`src/rtl/bus_pkg.sv`:
```
// bus_pkg: region/state types, decode constants and the address decode helper
// shared by the 68000 bus controller.
package bus_pkg;
   typedef enum logic [2:0] {
      REG_ROM, REG_RAM, REG_DUART, REG_EXP, REG_LED, REG_UNMAPPED, REG_IACK
   } region_t;
   typedef enum logic [1:0] {ST_IDLE, ST_WAIT, ST_ACK, ST_ERR} state_t;
   localparam logic [3:0] NIB_ROM = 4'h0;
   localparam logic [3:0] NIB_RAM = 4'h8;
   localparam logic [3:0] NIB_DUART = 4'hC;
   localparam logic [3:0] NIB_EXP = 4'hD;
   localparam logic [3:0] NIB_LED = 4'hF;
   localparam logic [2:0] FC_CPU_SPACE = 3'b111;
   // hi = A23..A16; a CPU-space cycle with A19..A16 all ones is an interrupt acknowledge
   function automatic region_t decode(input logic [7:0] hi, input logic [2:0] fc);
      return (fc == FC_CPU_SPACE && hi[3:0] == 4'hF) ? REG_IACK :
             hi[7:4] == NIB_ROM         ? REG_ROM :
             hi[7:6] == NIB_RAM[3:2]    ? REG_RAM :
             hi[7:4] == NIB_DUART       ? REG_DUART :
             hi[7:4] == NIB_EXP         ? REG_EXP :
             hi[7:4] == NIB_LED         ? REG_LED : REG_UNMAPPED;
   endfunction
endpackage

```
`src/rtl/bus_controller_irq_encoder.sv`:
```
// irq_encoder: synchronises active-low interrupt requests and registers the
// active-low encoding of the highest pending level.
module irq_encoder #(
   parameter int NUM_IRQ = 7
) (
   input  logic               clk,
   input  logic               rst_n,
   input  logic [NUM_IRQ-1:0] irq,
   output logic [2:0]         ipl
);
   logic [NUM_IRQ-1:0] s1, s2;
   logic [2:0] lvl;
   always_comb begin
      lvl = '0;
      for (int i = 0; i < NUM_IRQ; i++) if (!s2[i]) lvl = 3'(i + 1);
   end
   always_ff @(posedge clk or negedge rst_n) begin
      if (!rst_n) begin
         s1 <= '1;
         s2 <= '1;
         ipl <= 3'b111;
      end else begin
         s1 <= irq;
         s2 <= s1;
         ipl <= ~lvl;
      end
   end
endmodule

```
`src/rtl/bus_controller.sv`:
```
// bus_controller: 68000 glue logic - clock divider, boot overlay, chip selects,
// wait-state DTACK, expansion DTACK, bus-error watchdog and interrupt handling.
module bus_controller
   import bus_pkg::*;
#(
   parameter int CLK_DIV = 2,
   parameter int ROM_WAIT = 2,
   parameter int RAM_WAIT = 0,
   parameter int IO_WAIT = 4,
   parameter int BERR_TIMEOUT = 256,
   parameter int BOOT_CYCLES = 4,
   parameter int NUM_IRQ = 7,
   parameter int DUART_LEVEL = 5,
   parameter int LED_WIDTH = 3
) (
   input  logic                 CLK,
   input  logic                 RST,
   output logic                 CLK_CPU,
   input  logic [9:0]           ADDR_H,
   input  logic [3:0]           ADDR_L,
   input  logic                 AS,
   input  logic                 UDS,
   input  logic                 LDS,
   input  logic                 RW,
   input  logic [2:0]           FC,
   input  logic [7:0]           DATA,
   input  logic                 EXP_DTACK,
   input  logic [NUM_IRQ-1:0]   IRQ,
   output logic [2:0]           IPL,
   output logic                 DTACK,
   output logic                 BERR,
   output logic                 VPA,
   output logic                 ROM_LOWER,
   output logic                 ROM_UPPER,
   output logic                 RAM_LOWER,
   output logic                 RAM_UPPER,
   output logic                 DUART,
   output logic                 EXP,
   output logic                 IACK_DUART,
   output logic [LED_WIDTH-1:0] LED
);
   localparam int HALF = CLK_DIV / 2;
   localparam int WMAX = ROM_WAIT > RAM_WAIT ? (ROM_WAIT > IO_WAIT ? ROM_WAIT : IO_WAIT)
                                             : (RAM_WAIT > IO_WAIT ? RAM_WAIT : IO_WAIT);
   localparam int WW = WMAX > 0 ? $clog2(WMAX + 1) : 1;
   localparam int DW = $clog2(HALF + 1);
   localparam int TW = $clog2(BERR_TIMEOUT + 1);
   localparam int BW = $clog2(BOOT_CYCLES + 1);
   logic [DW-1:0] div_cnt;
   logic as_r, as_d, rw_r;
   logic [2:0] fc_r;
   logic [1:0] exp_sync;
   logic [BW-1:0] boot_cnt;
   logic [WW-1:0] wcnt, wload;
   logic [TW-1:0] wd;
   logic [2:0] lvl_q;
   logic boot, sel, done, duart_lvl, unused;
   region_t dec, region, region_q;
   state_t state;
   assign unused = ^{ADDR_H[1:0], ADDR_L[0], DATA};
   assign boot = boot_cnt != BW'(BOOT_CYCLES);
   assign dec = decode(ADDR_H[9:2], fc_r);
   assign region = (boot && dec != REG_IACK) ? REG_ROM : dec;
   // selects follow the raw strobes so memories see them without a clock of delay
   assign sel = RST && !AS;
   assign ROM_LOWER = !(sel && !LDS && region == REG_ROM);
   assign ROM_UPPER = !(sel && !UDS && region == REG_ROM);
   assign RAM_LOWER = !(sel && !LDS && region == REG_RAM);
   assign RAM_UPPER = !(sel && !UDS && region == REG_RAM);
   assign DUART = !(sel && !LDS && region == REG_DUART);
   assign EXP = !(sel && !(LDS && UDS) && region == REG_EXP);
   assign wload = region == REG_ROM ? WW'(ROM_WAIT) : region == REG_RAM ? WW'(RAM_WAIT) : WW'(IO_WAIT);
   assign done = region_q == REG_EXP ? !exp_sync[1] : (region_q != REG_UNMAPPED && wcnt == '0);
   assign duart_lvl = lvl_q == 3'(DUART_LEVEL);
   always_ff @(posedge CLK or negedge RST) begin
      if (!RST) begin
         div_cnt <= '0;
         CLK_CPU <= 1'b0;
         as_r <= 1'b1;
         as_d <= 1'b1;
         rw_r <= 1'b1;
         fc_r <= '0;
         exp_sync <= 2'b11;
         boot_cnt <= '0;
      end else begin
         div_cnt <= div_cnt == DW'(HALF - 1) ? '0 : div_cnt + 1'b1;
         if (div_cnt == DW'(HALF - 1)) CLK_CPU <= !CLK_CPU;
         as_r <= AS;
         as_d <= as_r;
         rw_r <= RW;
         fc_r <= FC;
         exp_sync <= {exp_sync[0], EXP_DTACK};
         if (as_r && !as_d && boot) boot_cnt <= boot_cnt + 1'b1;
      end
   end
   always_ff @(posedge CLK or negedge RST) begin
      if (!RST) begin
         state <= ST_IDLE;
         region_q <= REG_ROM;
         lvl_q <= '0;
         wcnt <= '0;
         wd <= '0;
         DTACK <= 1'b1;
         BERR <= 1'b1;
         VPA <= 1'b1;
         IACK_DUART <= 1'b1;
         LED <= '0;
      end else begin
         case (state)
            ST_IDLE: if (!as_r) begin
               state <= ST_WAIT;
               region_q <= region;
               lvl_q <= ADDR_L[3:1];
               wcnt <= wload;
               wd <= '0;
            end
            ST_WAIT: if (done) begin
               state <= ST_ACK;
               DTACK <= region_q == REG_IACK && !duart_lvl;
               VPA <= !(region_q == REG_IACK && !duart_lvl);
               IACK_DUART <= !(region_q == REG_IACK && duart_lvl);
               if (region_q == REG_LED && !rw_r) LED <= DATA[LED_WIDTH-1:0];
            end else if (wd == TW'(BERR_TIMEOUT - 1)) begin
               state <= ST_ERR;
               BERR <= 1'b0;
            end else begin
               if (wcnt != '0) wcnt <= wcnt - 1'b1;
               wd <= wd + 1'b1;
            end
            default: if (as_r) begin
               state <= ST_IDLE;
               DTACK <= 1'b1;
               BERR <= 1'b1;
               VPA <= 1'b1;
               IACK_DUART <= 1'b1;
            end
         endcase
      end
   end
   irq_encoder #(.NUM_IRQ(NUM_IRQ)) u_irq (.clk(CLK), .rst_n(RST), .irq(IRQ), .ipl(IPL));
endmodule

```
`config.mk`:
```
export PLATFORM = sky130hd
export DESIGN_NAME = bus_controller
export DESIGN_NICKNAME = d
export VERILOG_FILES = /design/src/rtl/bus_pkg.sv /design/src/rtl/bus_controller_irq_encoder.sv /design/src/rtl/bus_controller.sv
export SDC_FILE = /design/constraint.sdc
export NUM_CORES = 1
export LEC_CHECK = 0
export ABC_AREA = 0
export BUFFER_PORTS_ARGS = -buffer_cell sky130_fd_sc_hd__buf_2
export CORE_AREA = 2 2 75 77
export CTS_BUF_LIST = sky130_fd_sc_hd__clkbuf_4 sky130_fd_sc_hd__clkbuf_8
export DETAILED_ROUTE_END_ITERATION = 16
export DIE_AREA = 0 0 77 79
export PLACE_DENSITY = 0.82
export SETUP_SLACK_MARGIN = 0.2
export SYNTH_ARGS = -nofsm -noshare
export SYNTH_HDL_FRONTEND = slang
export SYNTH_SLANG_ARGS = --single-unit
```
`constraint.sdc`:
```
create_clock -name CLK -period 1.9 [get_ports CLK]
set_clock_uncertainty 0.05 [all_clocks]
set_input_delay 0.19 -clock CLK [delete_from_list [all_inputs] [get_ports CLK]]
set_output_delay 0.19 -clock CLK [all_outputs]
set_load 0.01 [all_outputs]
```
==> impl_metrics.ini, run 1 <==
[sta]
rsz0062_at_grt = true
fin_crit_sh_pct = 118.2
holdWs_ns = 0.01902
setup_tns_ns = -2.108
hold_viol = 0
tightest_slew_ns = 0.6801
period_needed_ns = 2.245
finalSetupViolations = 20
slew_headroom_pct = 54.66
drv_slew = 0
fmax_mhz = 445.4
worst_slack_ns = -0.3451

[placed_design]
gp_congestion = 0.8126
dp_cells = 369
hpwl_mm = 4.086
io_buffers = 47

[yosys]
async_flop_share_pct = 100.0
yosysUniqueCellTypes = 54
synth-warning-count = 0
ys_seq_elements = 56
ys.flop_type = dfrtp_1
synth_area_leader_cell = dfrtp_1
synth_area_leaders = dfrtp_1, dfstp_2, nand2_1
yosysSeqAreaShare_pct = 55.77
avgSynthCellArea_um2 = 11.33
synth-edff-count = 0
synth.most_common_cell = dfrtp_1
synth_area_um2 = 2571
synth_nets = 272
netlist_instances = 227
synth_common_cells = dfrtp_1, dfstp_2, nand2_1
synth_top_cell_area_share_pct = 29.20

[final_layout]
final_nets = 383
fin_cells = 411
antennaDiodeCount = 0
drive_above_1_share_pct = 53.10
fillers = 355
largest-register = wd
top_regs = wd x9, u_irq.s1 x7, u_irq.s2 x7
largest_reg_flops = 9
area_growth_pct = 47.79

[worst_hold_path]
worstHoldStart = ADDR_L[3]
hold_class = in2reg

[critical_path]
path_cells = inv_2, ha_4, nand3_4, or3b_4, or4_4, buf_6
worst-setup-path-type = reg2out
start_kind = flop
crit_fanout = 3
critPathMaxStageDelay_ns = 0.42
cp-end-kind = output pin
critPathBufInv = 2
crit_start = boot_cnt[0]
cp_top_family = simple AND/OR/NAND/NOR gates
cp.required_ns = 1.66
reg2reg_from = wcnt[0]
crit_path_top_delay_cell = or4_4
arrival_ns = 2.01

[detailed_routing]
vias = 2201
drt_iter0_markers = 129
via_per_inst = 5.355
antenna_left = 0
dr.pass1.iters = 4
wl_mm = 6.807
drcViolationCount = 0
wl_per_cell_um = 16.56

[cts]
cts-root-buf = clkbuf_8
cts_sinks = 56
cts_tree = yes
clk_pin_slew_ns = 0.11
cts-root-to-sink-buffers = 2
clock_latency_ns = 0.32
htree_levels = 2
cts_buffers = 5

[die]
die_x_um = 77
coreArea_um2 = 5338
dieArea_um2 = 6083
ios = 56
rows = 27
dieHeight_um = 79
start_util_pct = 48.17

[global_route]
grt_pass1_vias = 2335
grt_first_pass_wirelength_mm = 11.19
grt_max_degree = 57
grt_util_all_layers_pct = 23.80
grt_antenna_before_repair = 0
gr-total-overflow = 0

[run]
max_cap_violations = 0

[power_and_ir_drop]
p_per_area_nw_per_um2 = 1294
p_leak_nw = 1.701
irDropWorstVdd_mv = 0.7927
p_total_mw = 4.916

[status]
status = complete, but fails checks
violations = setup timing
[path summary, 6_finish.rpt]
| kind | to | cells past startpoint | slack, ns |
|---|---|---|---|
| setup / recovery | DUART | 6 | -0.35 |
| hold / removal | lvl_q[2] | 3 | 0.02 |
| setup reg to reg | LED[0] | 6 | -0.13 |
| hold reg to reg | exp_sync[1] | 0 | 0.31 |
| max in group asynchronous | LED[2] | 3 | 0.82 |
| min in group asynchronous | CLK_CPU | 3 | 0.52 |
[cells by family after synthesis]
family                     share of synthesized area (%)
and+or+nand+nor                                    18.25
DFF                                                55.77
adders and majority gates                          2.920
buffers and inverters                              2.822
xor gates and xnor gates                          0.6814
muxes                                              4.574
AOI/OAI and AO/OA                                  14.99
[cell usage in the layout (no fill, tap or decap), drive strengths merged, types with 2 or more instances in the layout]
cell type	count
o31ai	4
dlygate4sd3	15
nand2	26
mux2	6
dfstp	26
dfrtp	30
nor4	3
nor2b	4
nand4	2
buf	94
o21ai	8
and3	3
a31oi	4
a31o	3
mux2i	5
nor2	11
nand3b	2
inv	15
clkinv	2
or3	3
a21o	2
nand2b	6
ha	6
or4	5
a21oi	9
nand3	5
a21boi	3
a22o	2
nor3	8
xnor2	2
clkbuf	5
[per-stage QoR]
step                      area, µm²  utilization (%)  setup WS, ns
after floorplan                2654                -    -0.0005119
after global placement         3169            59.38      -0.01538
after detailed placement       3169            59.38       -0.1013
after CTS                      3677            68.89       -0.3148
after global routing           3800            71.19       -0.3925
final                          3800            71.19       -0.3451
[power by group]
group	internal (mW)	switching (mW)
registers	1.49	0.219
clock network	0.270	0.420
logic	1.28	1.24
total	3.04	1.88
[per-layer routing]
| metal | vias up | share of wire, % | global-route usage, % |
|---|---|---|---|
| li1 | 1043 | - | - |
| met1 | 1079 | 41 | 27.38 |
| met2 | 64 | 53 | 42.89 |
| met3 | 15 | 3.8 | 5.114 |
| met4 | 0 | 2.3 | 10.54 |
| met5 | - | 0 | 0 |
[timing repair]
item | CTS | global route
resized for setup | 36 | 16
setup buffers | 13 | 6
pin swaps | 21 | 16
hold buffers | 15 | 0
hold endpoints to repair | 17 | 0
setup endpoints to repair | 27 | 28
[final cells by class]
cell class	instances	area [µm²]	area share, %
Multi-Input combinational cell	152	1329	34.97
Clock buffer	5	68.82	1.811
Inverter	14	52.55	1.383
Sequential cell	56	1434	37.73
Tap cell	72	90.09	2.371
Clock inverter	3	26.28	0.6915
Timing Repair Buffer	109	799.5	21.04
[worst reg2reg max path, cell delays in order, from the launching register on]
cell and delay [ns]:
dfrtp_1 0.40, inv_2 0.09, ha_4 0.15, or4b_4 0.48
o311a_4 0.17, nor3_4 0.24, mux2_4 0.33
Note: power is estimated with default switching activity, not from simulation.
==> run 2, diff against run 1 <==
Settings changed: PLACE_DENSITY 0.82 to 0.84, SLEW_MARGIN set to 0.
==> run 2 against run 1 <==
The run ends with hold timing, setup timing left. Wire length down 9.5%. Hold slack worse by 0.047 ns. Cell area down 1.8%. Via count down 1.7%. Cell count down 1.2%. Critical path depth unchanged. Critical path type unchanged. Critical endpoint unchanged.
==> impl_metrics.ini, run 2 (synthesis gave the netlist of run 1 again) <==
[status]
status = complete, but fails checks
violations = hold timing, setup timing

[sta]
holdWs_ns = -0.02806
worst_slack_ns = -0.2886
fmax_mhz = 456.9
rsz0062_at_grt = true
finalSetupViolations = 11
hold_viol = 17
drv_slew = 0
slew_headroom_pct = 54.49
period_needed_ns = 2.189
tightest_slew_ns = 0.6826
fin_crit_sh_pct = 115.2
setup_tns_ns = -1.334

[final_layout]
antennaDiodeCount = 0
register_area_um2 = 1434
fin_cells = 406
multi_input_area_um2 = 1308
stdcell_area_um2 = 3732
area_growth_pct = 45.16
final_nets = 378
drive_above_1_share_pct = 52.40
final_cell_mix = buf_2, buf_4, dfrtp_1
largest_reg_flops = 9
largest-register = wd
final_common_cell = buf_2
fillers = 366
top_regs = wd x9, u_irq.s1 x7, u_irq.s2 x7

[global_route]
grt_max_degree = 57
grt_pass1_vias = 2183
grt_util_all_layers_pct = 20.92
grt_antenna_before_repair = 0
gr-total-overflow = 0
grt_first_pass_wirelength_mm = 10.16

[placed_design]
io_buffers = 47
gp_congestion = 0.8230
placed_cell_area_um2 = 3132
hpwl_mm = 3.841
dp_cells = 364

[die]
rows = 27
ios = 56
start_util_pct = 48.17
coreArea_um2 = 5338
dieArea_um2 = 6083
die_x_um = 77
dieHeight_um = 79

[cts]
cts_buffers = 5
cts-root-buf = clkbuf_8
cts_tree = yes
htree_levels = 2
cts-root-to-sink-buffers = 2
clock_latency_ns = 0.32
clk_pin_slew_ns = 0.11
cts_sinks = 56

[detailed_routing]
drcViolationCount = 0
dr.pass1.iters = 4
drt_iter0_markers = 137
wl_per_cell_um = 15.17
wl_mm = 6.159
via_per_inst = 5.330
antenna_left = 0
vias = 2164

[worst_hold_path]
hold_class = in2async

[critical_path]
start_kind = flop
cp.required_ns = 1.66
cp-end-kind = output pin
worst-setup-path-type = reg2out
crit_fanout = 3
arrival_ns = 1.95

[run]
max_cap_violations = 0

[power_and_ir_drop]
p_per_area_nw_per_um2 = 1291
irDropWorstVdd_mv = 0.9325
p_leak_nw = 1.677
==> run 2: cell count changes in the layout (fill, tap and decap cells not counted), sizes merged <==
cell / change
buf: -3
clkinv: -2
dlygate4sd3: -2
inv: +2
==> run 2: final cells by class <==
class | instances | share of cell area [%]
well taps | 72 | 2.414
flip-flops and latches | 56 | 38.42
multi-input cells | 152 | 35.03
clock inverters | 3 | 0.7710
repair buffers | 104 | 20.11
inverters | 14 | 1.408
clock buffers | 5 | 1.844
==> run 2: worst paths after layout <==
check | startpoint | slack (ns) | end | cells after the start
min reg2reg | u_irq.s1[4] | 0.31 | u_irq.s2[4] | 0
min in group CLK | ADDR_L[1] | 0.01 | lvl_q[0] | 3
min | RST | -0.03 | wd[8] | 2
max reg2reg | wcnt[0] | -0.07 | LED[2] | 6
max | boot_cnt[0] | -0.29 | DUART | 6
max in group asynchronous | RST | 1.37 | region_q[0] | 2
==> run 2: per-layer routing <==
metal / up-vias / share of wire, % / GRT usage, % / routed length [µm]
li1: 1039 / - / - / -
met1: 1068 / 40 / 25.94 / 2445
met2: 49 / 55 / 37.89 / 3373
met3: 8 / 4.3 / 3.750 / 266
met4: 0 / 1.2 / 5.536 / 73
met5: - / 0 / 0 / 0
==> run 2: power breakdown <==
| part | switching (mW) | total, mW | internal (mW) |
|---|---|---|---|
| clock | 0.437 | 0.716 | 0.279 |
| combinational | 1.16 | 2.41 | 1.25 |
| sequential | 0.204 | 1.69 | 1.49 |
| total | 1.80 | 4.82 | 3.02 |
==> run 2: worst max-delay path: stages (launching register included) <==
cell and delay [ns]:
dfrtp_1 0.40, inv_2 0.07, ha_4 0.13, nand3_2 0.08, or3b_4 0.39, or4_4 0.42
buf_6 0.14
==> run 2: stage by stage <==
| step | setup slack, ns | power (mW) | utilization (%) |
|---|---|---|---|
| 2_1_floorplan | -0.0005119 | 2.851 | - |
| 3_3_place_gp | -0.01639 | 3.400 | 58.67 |
| 3_5_place_dp | -0.05981 | 3.500 | 58.67 |
| 4_1_cts | -0.3127 | 4.571 | 67.30 |
| 5_1_grt | -0.3359 | 5.113 | 69.93 |
| 6_report | -0.2886 | 4.820 | 69.93 |
==> run 2: timing repair <==
item	in CTS	in global routing
resized for setup	23	20
buffers inserted	14	7
hold buffers	13	0
endpoints found under the hold margin	13	0
cloned	0	0
endpoints found under the setup margin	27	27
pin swaps	15	10
